$ cat config.mk
export PLATFORM = sky130hd
export DESIGN_NAME = cw_delta_reader_flat
export DESIGN_NICKNAME = d
export VERILOG_FILES = /design/src/rtl/cw_delta_reader_if.sv /design/src/rtl/cw_delta_reader.sv /design/src/flat_wrapper.sv
export SDC_FILE = /design/constraint.sdc
export NUM_CORES = 1
export LEC_CHECK = 0
export ABC_CLOCK_PERIOD_IN_PS = 4100
export CAP_MARGIN = 15
export CELL_PAD_IN_SITES_DETAIL_PLACEMENT = 0
export CELL_PAD_IN_SITES_GLOBAL_PLACEMENT = 2
export CORE_UTILIZATION = 34
export DETAILED_ROUTE_END_ITERATION = 10
export PLACE_DENSITY_LB_ADDON = 0.1
export SETUP_SLACK_MARGIN = 0.5
export SLEW_MARGIN = 20
export SYNTH_ARGS = -nofsm -noshare
export SYNTH_HDL_FRONTEND = slang
export SYNTH_SLANG_ARGS = --single-unit
$ cat constraint.sdc
create_clock -name clk -period 4.1 [get_ports clk]
set_clock_uncertainty 0.2 [all_clocks]
set_input_delay 1.23 -clock clk [delete_from_list [all_inputs] [get_ports clk]]
set_output_delay 1.23 -clock clk [all_outputs]
set_load 0.03 [all_outputs]
$ cat src/rtl/cw_delta_reader_if.sv
// +--------------------------------------------------------------------------+
// | cw_delta_reader_if : start/bit-stream/result bundle of the delta reader  |
// | Rev 1.0                                                                  |
// +--------------------------------------------------------------------------+
`default_nettype none

interface cw_delta_reader_if #(
  parameter int DW = 20,
  parameter int UW = 5
);
  logic          start;
  logic [DW-1:0] d;
  logic [UW-1:0] u;
  logic          bit_in;
  logic          bit_valid;
  logic          bit_ready;
  logic [DW-1:0] delta;
  logic          is_full;
  logic          out_valid;
  logic          out_ready;
  logic          busy;

  modport master (
    output start, d, u, bit_in, bit_valid, out_ready,
    input  bit_ready, delta, is_full, out_valid, busy
  );

  modport slave (
    input  start, d, u, bit_in, bit_valid, out_ready,
    output bit_ready, delta, is_full, out_valid, busy
  );
endinterface

`default_nettype wire

$ cat src/rtl/cw_delta_reader.sv
// +--------------------------------------------------------------------------+
// | cw_delta_reader : decodes one run-length symbol (flag + u bits) into     |
// | delta for the constant-weight encoder.                 Rev 1.0           |
// +--------------------------------------------------------------------------+
`default_nettype none

module cw_delta_reader #(
  parameter int DW = 20,
  parameter int UW = 5
) (
  input  logic                clk,
  input  logic                rst,
  cw_delta_reader_if.slave    bus
);
  localparam int c_CW = $clog2(DW + 1);

  typedef enum logic [1:0] {
    IDLE = 2'd0,
    FLAG = 2'd1,
    READ = 2'd2,
    EMIT = 2'd3
  } state_t;

  state_t          r_state;
  logic [DW-1:0]   r_d;
  logic [c_CW-1:0] r_u;
  logic [DW-1:0]   r_acc;
  logic [c_CW-1:0] r_cnt;
  logic [DW-1:0]   r_delta;
  logic            r_is_full;
  logic            r_out_valid;
  logic            r_bit_ready;
  logic            r_busy;

  logic [31:0]     w_u_ext;
  logic [c_CW-1:0] w_u_clamp;
  logic [DW-1:0]   w_shift;
  logic            w_accept;

  // u beyond the data width would shift out meaningful bits, so cap it at DW
  assign w_u_ext   = 32'(bus.u);
  assign w_u_clamp = (w_u_ext > 32'(DW)) ? c_CW'(DW) : c_CW'(bus.u);
  assign w_shift   = {r_acc[DW-2:0], bus.bit_in};
  assign w_accept  = bus.bit_valid && r_bit_ready;

  always_ff @(posedge clk) begin
    if (rst) begin
      r_state     <= IDLE;
      r_d         <= '0;
      r_u         <= '0;
      r_acc       <= '0;
      r_cnt       <= '0;
      r_delta     <= '0;
      r_is_full   <= 1'b0;
      r_out_valid <= 1'b0;
      r_bit_ready <= 1'b0;
      r_busy      <= 1'b0;
    end else begin
      case (r_state)
        IDLE: begin
          if (bus.start) begin
            r_d         <= bus.d;
            r_u         <= w_u_clamp;
            r_state     <= FLAG;
            r_bit_ready <= 1'b1;
            r_busy      <= 1'b1;
          end
        end
        FLAG: begin
          if (w_accept) begin
            if (bus.bit_in) begin
              r_delta     <= r_d;
              r_is_full   <= 1'b1;
              r_state     <= EMIT;
              r_bit_ready <= 1'b0;
              r_out_valid <= 1'b1;
            end else begin
              r_acc     <= '0;
              r_cnt     <= r_u;
              r_is_full <= 1'b0;
              if (r_u == '0) begin
                r_delta     <= '0;
                r_state     <= EMIT;
                r_bit_ready <= 1'b0;
                r_out_valid <= 1'b1;
              end else begin
                r_state <= READ;
              end
            end
          end
        end
        READ: begin
          if (w_accept) begin
            r_acc <= w_shift;
            r_cnt <= r_cnt - 1'b1;
            if (r_cnt == c_CW'(1)) begin
              r_delta     <= w_shift;
              r_state     <= EMIT;
              r_bit_ready <= 1'b0;
              r_out_valid <= 1'b1;
            end
          end
        end
        EMIT: begin
          // result stays parked until the consumer takes it
          if (bus.out_ready) begin
            r_state     <= IDLE;
            r_out_valid <= 1'b0;
            r_busy      <= 1'b0;
          end
        end
        default: begin
          r_state     <= IDLE;
          r_out_valid <= 1'b0;
          r_bit_ready <= 1'b0;
          r_busy      <= 1'b0;
        end
      endcase
    end
  end

  assign bus.bit_ready = r_bit_ready;
  assign bus.delta     = r_delta;
  assign bus.is_full   = r_is_full;
  assign bus.out_valid = r_out_valid;
  assign bus.busy      = r_busy;
endmodule

`default_nettype wire

$ cat src/flat_wrapper.sv
// flat-port wrapper written by rule: the top's interface ports become plain ports
module cw_delta_reader_flat 
#(
  parameter int DW = 20,
  parameter int UW = 5
)
  (clk, rst, bus_start, bus_d, bus_u, bus_bit_in, bus_bit_valid, bus_out_ready, bus_bit_ready, bus_delta, bus_is_full, bus_out_valid, bus_busy);
  cw_delta_reader_if #(.DW(DW), .UW(UW)) bus_i ();
  input  logic clk;
  input  logic rst;
  input wire logic [$bits(bus_i.start)-1:0] bus_start;
  input wire logic [$bits(bus_i.d)-1:0] bus_d;
  input wire logic [$bits(bus_i.u)-1:0] bus_u;
  input wire logic [$bits(bus_i.bit_in)-1:0] bus_bit_in;
  input wire logic [$bits(bus_i.bit_valid)-1:0] bus_bit_valid;
  input wire logic [$bits(bus_i.out_ready)-1:0] bus_out_ready;
  output wire logic [$bits(bus_i.bit_ready)-1:0] bus_bit_ready;
  output wire logic [$bits(bus_i.delta)-1:0] bus_delta;
  output wire logic [$bits(bus_i.is_full)-1:0] bus_is_full;
  output wire logic [$bits(bus_i.out_valid)-1:0] bus_out_valid;
  output wire logic [$bits(bus_i.busy)-1:0] bus_busy;
  assign bus_i.start = bus_start;
  assign bus_i.d = bus_d;
  assign bus_i.u = bus_u;
  assign bus_i.bit_in = bus_bit_in;
  assign bus_i.bit_valid = bus_bit_valid;
  assign bus_i.out_ready = bus_out_ready;
  assign bus_bit_ready = bus_i.bit_ready;
  assign bus_delta = bus_i.delta;
  assign bus_is_full = bus_i.is_full;
  assign bus_out_valid = bus_i.out_valid;
  assign bus_busy = bus_i.busy;
  cw_delta_reader #(.DW(DW), .UW(UW)) u_core (.clk(clk), .rst(rst), .bus(bus_i));
endmodule
==> results of run 1 <==
## synth_stat cells, drive strengths merged (3+ instances only)
library cell	instances	area, um2
nand2	91	342
inv	7	26.3
o21ai	10	53.8
buf	6	46.3
a21oi	53	265
a211oi	5	37.5
nand3b	19	143
nand3	23	115
a311oi	18	214
clkbuf	27	121
dfxtp	75	1500
mux2	3	33.8
nor2	11	41.3
ha	8	100
a31oi	19	119
nand2b	3	18.8
or3	3	28.8
nor2b	4	25.0
## report_power, final
part	internal [W]	switching, W
Clock	0.000231	0.000308
Sequential	0.000898	0.000115
Combinational	0.000580	0.000865
Total	0.00171	0.00129
## stage by stage
stage	utilization	worst slack [ns]	hold slack, ns
2_1_floorplan	-	1.33	0.233
3_3_place_gp	0.415	0.567	0.243
3_5_place_dp	0.415	0.549	0.251
4_1_cts	0.434	0.894	0.262
5_1_grt	0.434	0.768	0.292
6_report	0.434	0.870	0.259
## state kept, by name, summed over array words and instances, names as in the netlist
name / cells
u_core.bus.bit_ready: 1
u_core.bus.busy: 1
u_core.bus.delta: 20
u_core.bus.is_full: 1
u_core.bus.out_valid: 1
u_core.r_acc: 19
u_core.r_cnt: 5
u_core.r_d: 20
u_core.r_state: 2
u_core.r_u: 5
## cells in the final DEF, fill, tap and decap left out, types with 5 or more instances in the layout
master,netlist,final
buf_4,2,10
a311oi_1,9,9
nand3b_1,19,19
o21ai_0,9,9
clkdlybuf4s50_1,0,53
clkbuf_8,2,9
a211oi_1,5,5
dfxtp_1,75,75
ha_1,8,7
nand2_1,91,91
inv_1,7,7
a31oi_1,19,19
a21oi_1,53,53
nor2_1,11,11
nand3_1,23,23
a311oi_2,9,9
## layout make-up
type	instances	share of cell area
Sequential cell	75	0.353
Multi-Input combinational cell	296	0.416
Clock buffer	9	0.0291
Tap cell	133	0.0391
Inverter	7	0.00617
Clock inverter	7	0.0138
Timing Repair Buffer	64	0.143
## critical path: stages
cell and delay [ns]:
clkdlybuf4s50_1 0.53, nand2_1 0.21, o311a_4 0.45, nor3_2 0.16, buf_4 0.31, mux2_1 0.35
## cell families (layout without fill, tap and decap cells)
| family | count (synthesis) | count (layout) | share of synthesized area |
|---|---|---|---|
| AO/OA/AOI/OAI | 122 | 122 | 0.246 |
| adder cells (fa/ha/maj) | 8 | 8 | 0.0288 |
| buffers and inverters | 41 | 87 | 0.0584 |
| flip-flops | 75 | 75 | 0.432 |
| multiplexers | 4 | 4 | 0.0126 |
| AND/OR/NAND/NOR | 162 | 162 | 0.222 |
## metal layers
layer	track usage	part of all wire
met2	0.241	0.40
met5	0	0
met1	0.273	0.55
met4	0.0488	0.0070
met3	0.0224	0.041
## path summary, 6_finish.rpt
check | to | slack, ns
hold / removal | u_core.r_d[3] | 0.26
setup / recovery | u_core.bus.delta[0] | 0.87
setup reg to reg | u_core.bus.delta[0] | 1.41
hold reg to reg | u_core.r_d[3] | 0.26
==> results.ini, run 1 <==
[cts]
cts_setup_buffers=0
cts_made_buffers=9
htreeDepth=3
cts_tree=yes
clock_latency_ns=0.34
clockRootBuffer=clkbuf_8
max-clock-path-buffers=2
path_clk_slew_ns=0.08
cts_sinks=75
cts_resized=0
hold_buffers=0

[global_routing]
grt_pass1_vias=2737
grt_use_total=0.173
gr-total-overflow=0
grt_max_degree=38
antenna_found_initial=0
grt_pass1_wl_um=14200

[setup_path]
end_kind=register
critPathLaunchType=input pin
critPathKind=input pin to register
r2r_cells=6
crit_start=bus_bit_valid
r2r_start=u_core.r_state[1]
arrival_ns=3.25
worst-path-max-fanout=20
worst_ep_required_time_ns=4.12

[sta]
tns_ns=0
relSlewSlack=0.441
fin_crit_sh=0.788
rsz0062_at_grt=false
drv_slew=0
hold_violations=0
fmaxAchievable_mhz=310
worstMarginPinSlew_ns=0.839
finalSetupViolations=0
fin_crit_ns=3.23

[min_path]
min_path_type=register to register
min_path_cells=2
min_from=u_core.r_d[3]

[route]
totalWireLength_um=8970
drt_pass1_iterations=5
wl_per_cell_um=15.2
viasPerCell=5.06
ant_nets=0
drc=0
drtIter0Drc=129
vias=2990

[power]
cellLeakagePower_nw=1.38
powerDensity_nw_per_um2=704
ir_drop_v=0.000237
total_power_w=0.00300

[place]
hpwl_um=6170
dpl-instance-area_um2=4080
gp_congestion=0.737
port-buffer-count=54
placed_cells=575

[layout]
num_antenna_cells=0
n_fill_cell=1036
drive_gt1_frac=0.105
final_cells=591
multi_input_area_um2=1770
fin_nets=492
ff_latch_area_um2=1500
area_growth_pct=22.6
finalInstanceArea_um2=4260

[die]
die_w_um=103
rows=36
start_util=0.354
core_um2=9820
die_area_um2=10600
ios=55
die_h_um=103

[synthesis]
synthArstFlopShare=0
seq_area_frac_synth=0.432
syn_area_um2=3470
ys.warnings.count=0
synth_edf_count=0
syn_inst=412
syn_nets=451
synthFlopType=dfxtp_1
synth_cell_type_count=47
avgSynthCellArea_um2=8.43
synth-seq-cells=75

[flow_run]
cap_violations=0

[status]
status=completed

Power figures use the tool's default switching activity.
==> run 2, diff against run 1 <==
- ABC_CLOCK_PERIOD_IN_PS: 4100 -> 2700
- CORE_UTILIZATION: 34 -> 29
- clock period: 4.1 -> 2.7 ns (I/O delays scaled with it)
==> run 2 against run 1 <==
The run now ends with design-rule violations left; cell count up 4.2%; total power up 72%; setup slack worse by 0.30 ns; die area up 17%; hold slack worse by 0.0068 ns; sequential power up 52%; largest cell class unchanged; combinational power up 65%; count of clock-buffer cells in the layout up 6; highest routed layer unchanged; critical path depth down 1; sequential share of layout area down 2.4 points; core utilization down 3.8 points.
==> results.ini, run 2 (same netlist as run 1, synthesis figures left out) <==
[place]
hpwl_um=6630
port-buffer-count=54
placed_cells=600
gp_congestion=0.751
dpl-instance-area_um2=4270

[sta]
drv_slew=0
relSlewSlack=0.656
tns_ns=0
finalSetupViolations=0
fmaxAchievable_mhz=468
rsz0062_at_grt=true
fin_crit_ns=2.13
fin_crit_sh=0.791
hold_violations=0
worstMarginPinSlew_ns=0.515

[die]
die_h_um=111
die_area_um2=12400
start_util=0.300
rows=39
core_um2=11600
die_w_um=111
ios=55

[layout]
layout.cells.most_common=nand2_1
area_growth_pct=31.7
ff_latch_area_um2=1500
fin_nets=507
n_fill_cell=1183
finalInstanceArea_um2=4570
num_antenna_cells=0
layout_common_cells=nand2_1 (90), dfxtp_1 (74), a21oi_1 (52)
drive_gt1_frac=0.146
final_cells=616
multi_input_area_um2=1810

[power]
cellLeakagePower_nw=1.64
powerDensity_nw_per_um2=1130
ir_drop_v=0.000420

[cts]
max-clock-path-buffers=2
cts_setup_buffers=0
path_clk_slew_ns=0.06
cts_sinks=75
clockRootBuffer=clkbuf_16
htreeDepth=3
cts_tree=yes
clock_latency_ns=0.33
hold_buffers=0
cts_made_buffers=9

[setup_path]
r2r_start=u_core.r_u[4]
worst-path-max-fanout=4
r2r_cells=5
worstPathCellList=or3_4 -> o311a_4 -> nor3_2 -> buf_4 -> mux2_4
critPathKind=register to register
critPathLaunchType=register
worstReg2RegEnd=u_core.bus.delta[0]
end_kind=register
arrival_ns=2.15
critPathCapture=u_core.bus.delta[0]
cpPeakStageDelay_ns=0.43
crit_start=u_core.r_u[4]
reg2reg_setup_slack_ns=0.57
worst_ep_required_time_ns=2.72
cp_slowest_cell=or3_4

[route]
drt_pass1_iterations=8
wl_per_cell_um=15.9
drtIter0Drc=178
viasPerCell=4.99
totalWireLength_um=9770
vias=3074
ant_nets=0
drc=11

[global_routing]
grt_use_total=0.166
gr-total-overflow=0
grt_max_degree=44
antenna_found_initial=0
grt_pass1_vias=2959
grt_pass1_wl_um=16100

[flow_run]
cap_violations=0

[status]
status=complete, but fails checks
failed_checks=design-rule violations

[min_path]
min_path_type=register to register

-- run 2: cell count changes in the layout (fill, tap and decap cells not counted), moves of 2 or more --
cell	delta
clkbuf_16	+9
dlygate4sd2_1	+24
inv_6	-3
clkdlybuf4s50_1	-27
clkbuf_2	+2
clkbuf_1	+3
buf_12	+5
clkbuf_8	-6
buf_4	+10
-- run 2: final cells by class --
| type | instances | share of cell area |
|---|---|---|
| multi-input combinational | 296 | 0.396 |
| sequential | 75 | 0.329 |
| timing repair buffer | 79 | 0.164 |
| clock buffer | 15 | 0.0607 |
| tap | 143 | 0.0391 |
| clock inverter | 1 | 0.00656 |
| inverter | 7 | 0.00574 |
-- run 2: metal layers --
| layer | global-route usage | vias to the layer above | routed length (um) |
|---|---|---|---|
| met1 | 0.235 | 1439 | 4990 |
| met5 | 0 | - | 0 |
| met2 | 0.248 | 53 | 4330 |
| met3 | 0.0490 | 2 | 412 |
| li1 | - | 1580 | - |
| met4 | 0.0351 | 0 | 36 |
-- run 2: how the worst min path moves through the flow --
| stage | startpoint | slack [ns] | depth (start not counted) | end |
|---|---|---|---|---|
| CTS | u_core.r_d[0] | 0.25 | 2 | u_core.r_d[0] |
| detailed placement | u_core.r_d[0] | 0.25 | 2 | u_core.r_d[0] |
| finish | u_core.r_d[0] | 0.25 | 2 | u_core.r_d[0] |
| global route | u_core.r_acc[18] | 0.27 | 2 | u_core.r_acc[18] |
| floorplan | u_core.r_d[0] | 0.23 | 2 | u_core.r_d[0] |
| global placement | u_core.r_d[0] | 0.24 | 2 | u_core.r_d[0] |
-- run 2: power breakdown --
part	leakage, nW	switching, W	internal, W	total, W
logic	0.881	0.00141	0.000971	0.00238
registers	0.612	0.000170	0.00137	0.00154
clock network	0.150	0.000443	0.000793	0.00124
-- run 2: metrics by stage --
stage / utilization / hold slack (ns) / power (W) / setup slack (ns)
after floorplan: - / 0.233 / 0.00311 / 0.514
after global placement: 0.370 / 0.242 / 0.00402 / -0.107
after detailed placement: 0.370 / 0.246 / 0.00403 / -0.125
after CTS: 0.394 / 0.254 / 0.00517 / 0.437
after global routing: 0.396 / 0.270 / 0.00550 / 0.494
final: 0.396 / 0.252 / 0.00516 / 0.565
-- run 2: critical path: cells and delay by family, from the launching register on --
family / cells / cell delay (ns)
buffers and inverters: 1 / 0.18
multiplexers: 1 / 0.30
AND/OR/NAND/NOR: 2 / 0.62
flip-flops: 1 / 0.33
AO/OA/AOI/OAI: 1 / 0.39
-- run 2: timing repair --
item / CTS / global route
endpoints found under the hold margin: 0 / 0
setup endpoints to repair: 70 / 27
pin swaps: 0 / 2
gates resized for setup: 28 / 10
==> run 3, diff against run 2 <==
- ABC_CLOCK_PERIOD_IN_PS: 2700 -> 1850
- clock period: 2.7 -> 1.85 ns (I/O delays scaled with it)
==> run 3 against run 2 <==
Setup slack got worse by 0.74 ns; via count rose by 12%; non-clock buffer count rose by 52; first-iteration DRC count rose by 5.1%; highest routed layer unchanged; the run ends with negative setup slack left; flip-flop and latch count did not move; cell count rose by 8.4%; global-route usage rose by 2.0 points; design area rose by 35%; sequential power rose by 56%.
==> results.ini, run 3 (same netlist as run 1, synthesis figures left out) <==
[flow_run]
cap_violations=0

[route]
vias=3434
ant_nets=0
drt_pass1_iterations=4
totalWireLength_um=11400
drtIter0Drc=187
wl_per_cell_um=17.0
viasPerCell=5.14
drc=0

[cts]
htreeDepth=3
cts_made_buffers=9
cts_sinks=75
cts_tree=yes
max-clock-path-buffers=2
clockRootBuffer=clkbuf_16
clock_latency_ns=0.33
hold_buffers=0
path_clk_slew_ns=0.06

[die]
die_h_um=111
die_area_um2=12400
rows=39
start_util=0.300
die_w_um=111
core_um2=11600
ios=55

[setup_path]
critPathKind=register to register
r2r_cells=7
end_kind=register
critPathLaunchType=register
worstReg2RegEnd=u_core.bus.delta[17]
worst-path-max-fanout=9
r2r_start=u_core.r_u[1]
worst_ep_required_time_ns=1.89
arrival_ns=2.07
reg2reg_setup_slack_ns=-0.18

[global_routing]
grt_use_total=0.187
grt_pass1_vias=3338
grt_max_degree=35
grt_pass1_wl_um=18100
antenna_found_initial=0
gr-total-overflow=0

[sta]
relSlewSlack=0.741
finalSetupViolations=21
fin_crit_sh=1.10
setup_slack_ns=-0.178
fin_crit_ns=2.03
hold_violations=0
drv_slew=0
rsz0062_at_grt=true
worstMarginPinSlew_ns=0.385
fmaxAchievable_mhz=493

[power]
ir_drop_v=0.000651
cellLeakagePower_nw=2.26
pwr-share-comb=0.559
switching_share=0.381
p_int_w=0.00608
pwr-share-clk=0.196
p_switching_w=0.00375
total_power_w=0.00983
powerDensity_nw_per_um2=1590
seq_power_share=0.245

[layout]
layout.cells.most_common=nand2_1
multi_input_area_um2=2520
n_fill_cell=1043
drive_gt1_frac=0.562
fin_nets=559
num_antenna_cells=0
ff_latch_area_um2=1540
area_growth_pct=77.6
layout_common_cells=nand2_1 (49), dfxtp_1 (48), buf_6 (42)
post-route-util=0.533

[place]
detailedPlace.worstSlack_ns=-0.702
hpwl_um=6710
gp_congestion=0.789
port-buffer-count=54

[min_path]
whs_endpoint=u_core.r_cnt[4]
min_from=u_core.r_cnt[4]
min_path_type=register to register
min_path_cells=2

[status]
failed_checks=negative setup slack
status=complete, but fails checks

==> run 3: worst max-delay path: stages (launching register included) <==
cell	delay (ns)
dfxtp_1	0.31
or3_4	0.40
buf_6	0.13
o311ai_4	0.25
buf_6	0.18
clkbuf_16	0.16
a31oi_1	0.11
a311oi_2	0.21
==> run 3: worst max path at each step <==
stage	from	to	slack, ns
2_1_floorplan	u_core.r_u[1]	u_core.bus.delta[0]	-0.16
3_3_place_gp	bus_bit_valid	u_core.bus.bit_ready	-0.67
3_5_place_dp	bus_bit_valid	u_core.bus.bit_ready	-0.70
4_1_cts	u_core.r_u[4]	u_core.bus.out_valid	-0.14
5_1_grt	u_core.r_u[1]	u_core.bus.delta[17]	-0.24
6_report	u_core.r_u[1]	u_core.bus.delta[17]	-0.18
==> run 3: final cells by class <==
cell class / instances / share of cell area
clock buffers: 11 / 0.0394
clock inverters: 5 / 0.0140
inverters: 7 / 0.00548
multi-input cells: 296 / 0.409
flip-flops and latches: 75 / 0.250
well taps: 143 / 0.0290
repair buffers: 131 / 0.253
==> run 3: power by group through the flow <==
| stage | sequential (W) | combinational, W | clock (W) |
|---|---|---|---|
| floorplan | 0.00273 | 0.00205 | 0 |
| global placement | 0.00231 | 0.00368 | 0 |
| detailed placement | 0.00231 | 0.00371 | 0 |
| CTS | 0.00240 | 0.00483 | 0.00197 |
| global route | 0.00246 | 0.00583 | 0.00205 |
| finish | 0.00241 | 0.00549 | 0.00193 |
==> run 3: routing by layer <==
| metal | vias to the layer above | global-route usage | part of all wire |
|---|---|---|---|
| met5 | - | 0 | 0 |
| met4 | 0 | 0.0486 | 0.0072 |
| met3 | 7 | 0.0376 | 0.041 |
| met2 | 65 | 0.281 | 0.45 |
| met1 | 1671 | 0.270 | 0.50 |
| li1 | 1691 | - | - |
==> run 3: what timing repair did <==
item,4_1_cts,5_1_grt
resized for setup,296,89
pin swaps,64,39
setup endpoints to repair,99,99
gates cloned,9,3
buffers inserted,17,9
==> run 3: metrics by stage <==
| stage | area [um2] | setup TNS [ns] | hold slack, ns | cells |
|---|---|---|---|---|
| finish | 6170 | -2.48 | 0.261 | 668 |
| global placement | 4470 | -25.75 | 0.246 | 614 |
| floorplan | 3670 | -0.448 | 0.233 | 412 |
| detailed placement | 4470 | -26.46 | 0.251 | 614 |
| CTS | 5650 | -2.28 | 0.257 | 656 |
| global route | 6170 | -4.19 | 0.285 | 668 |
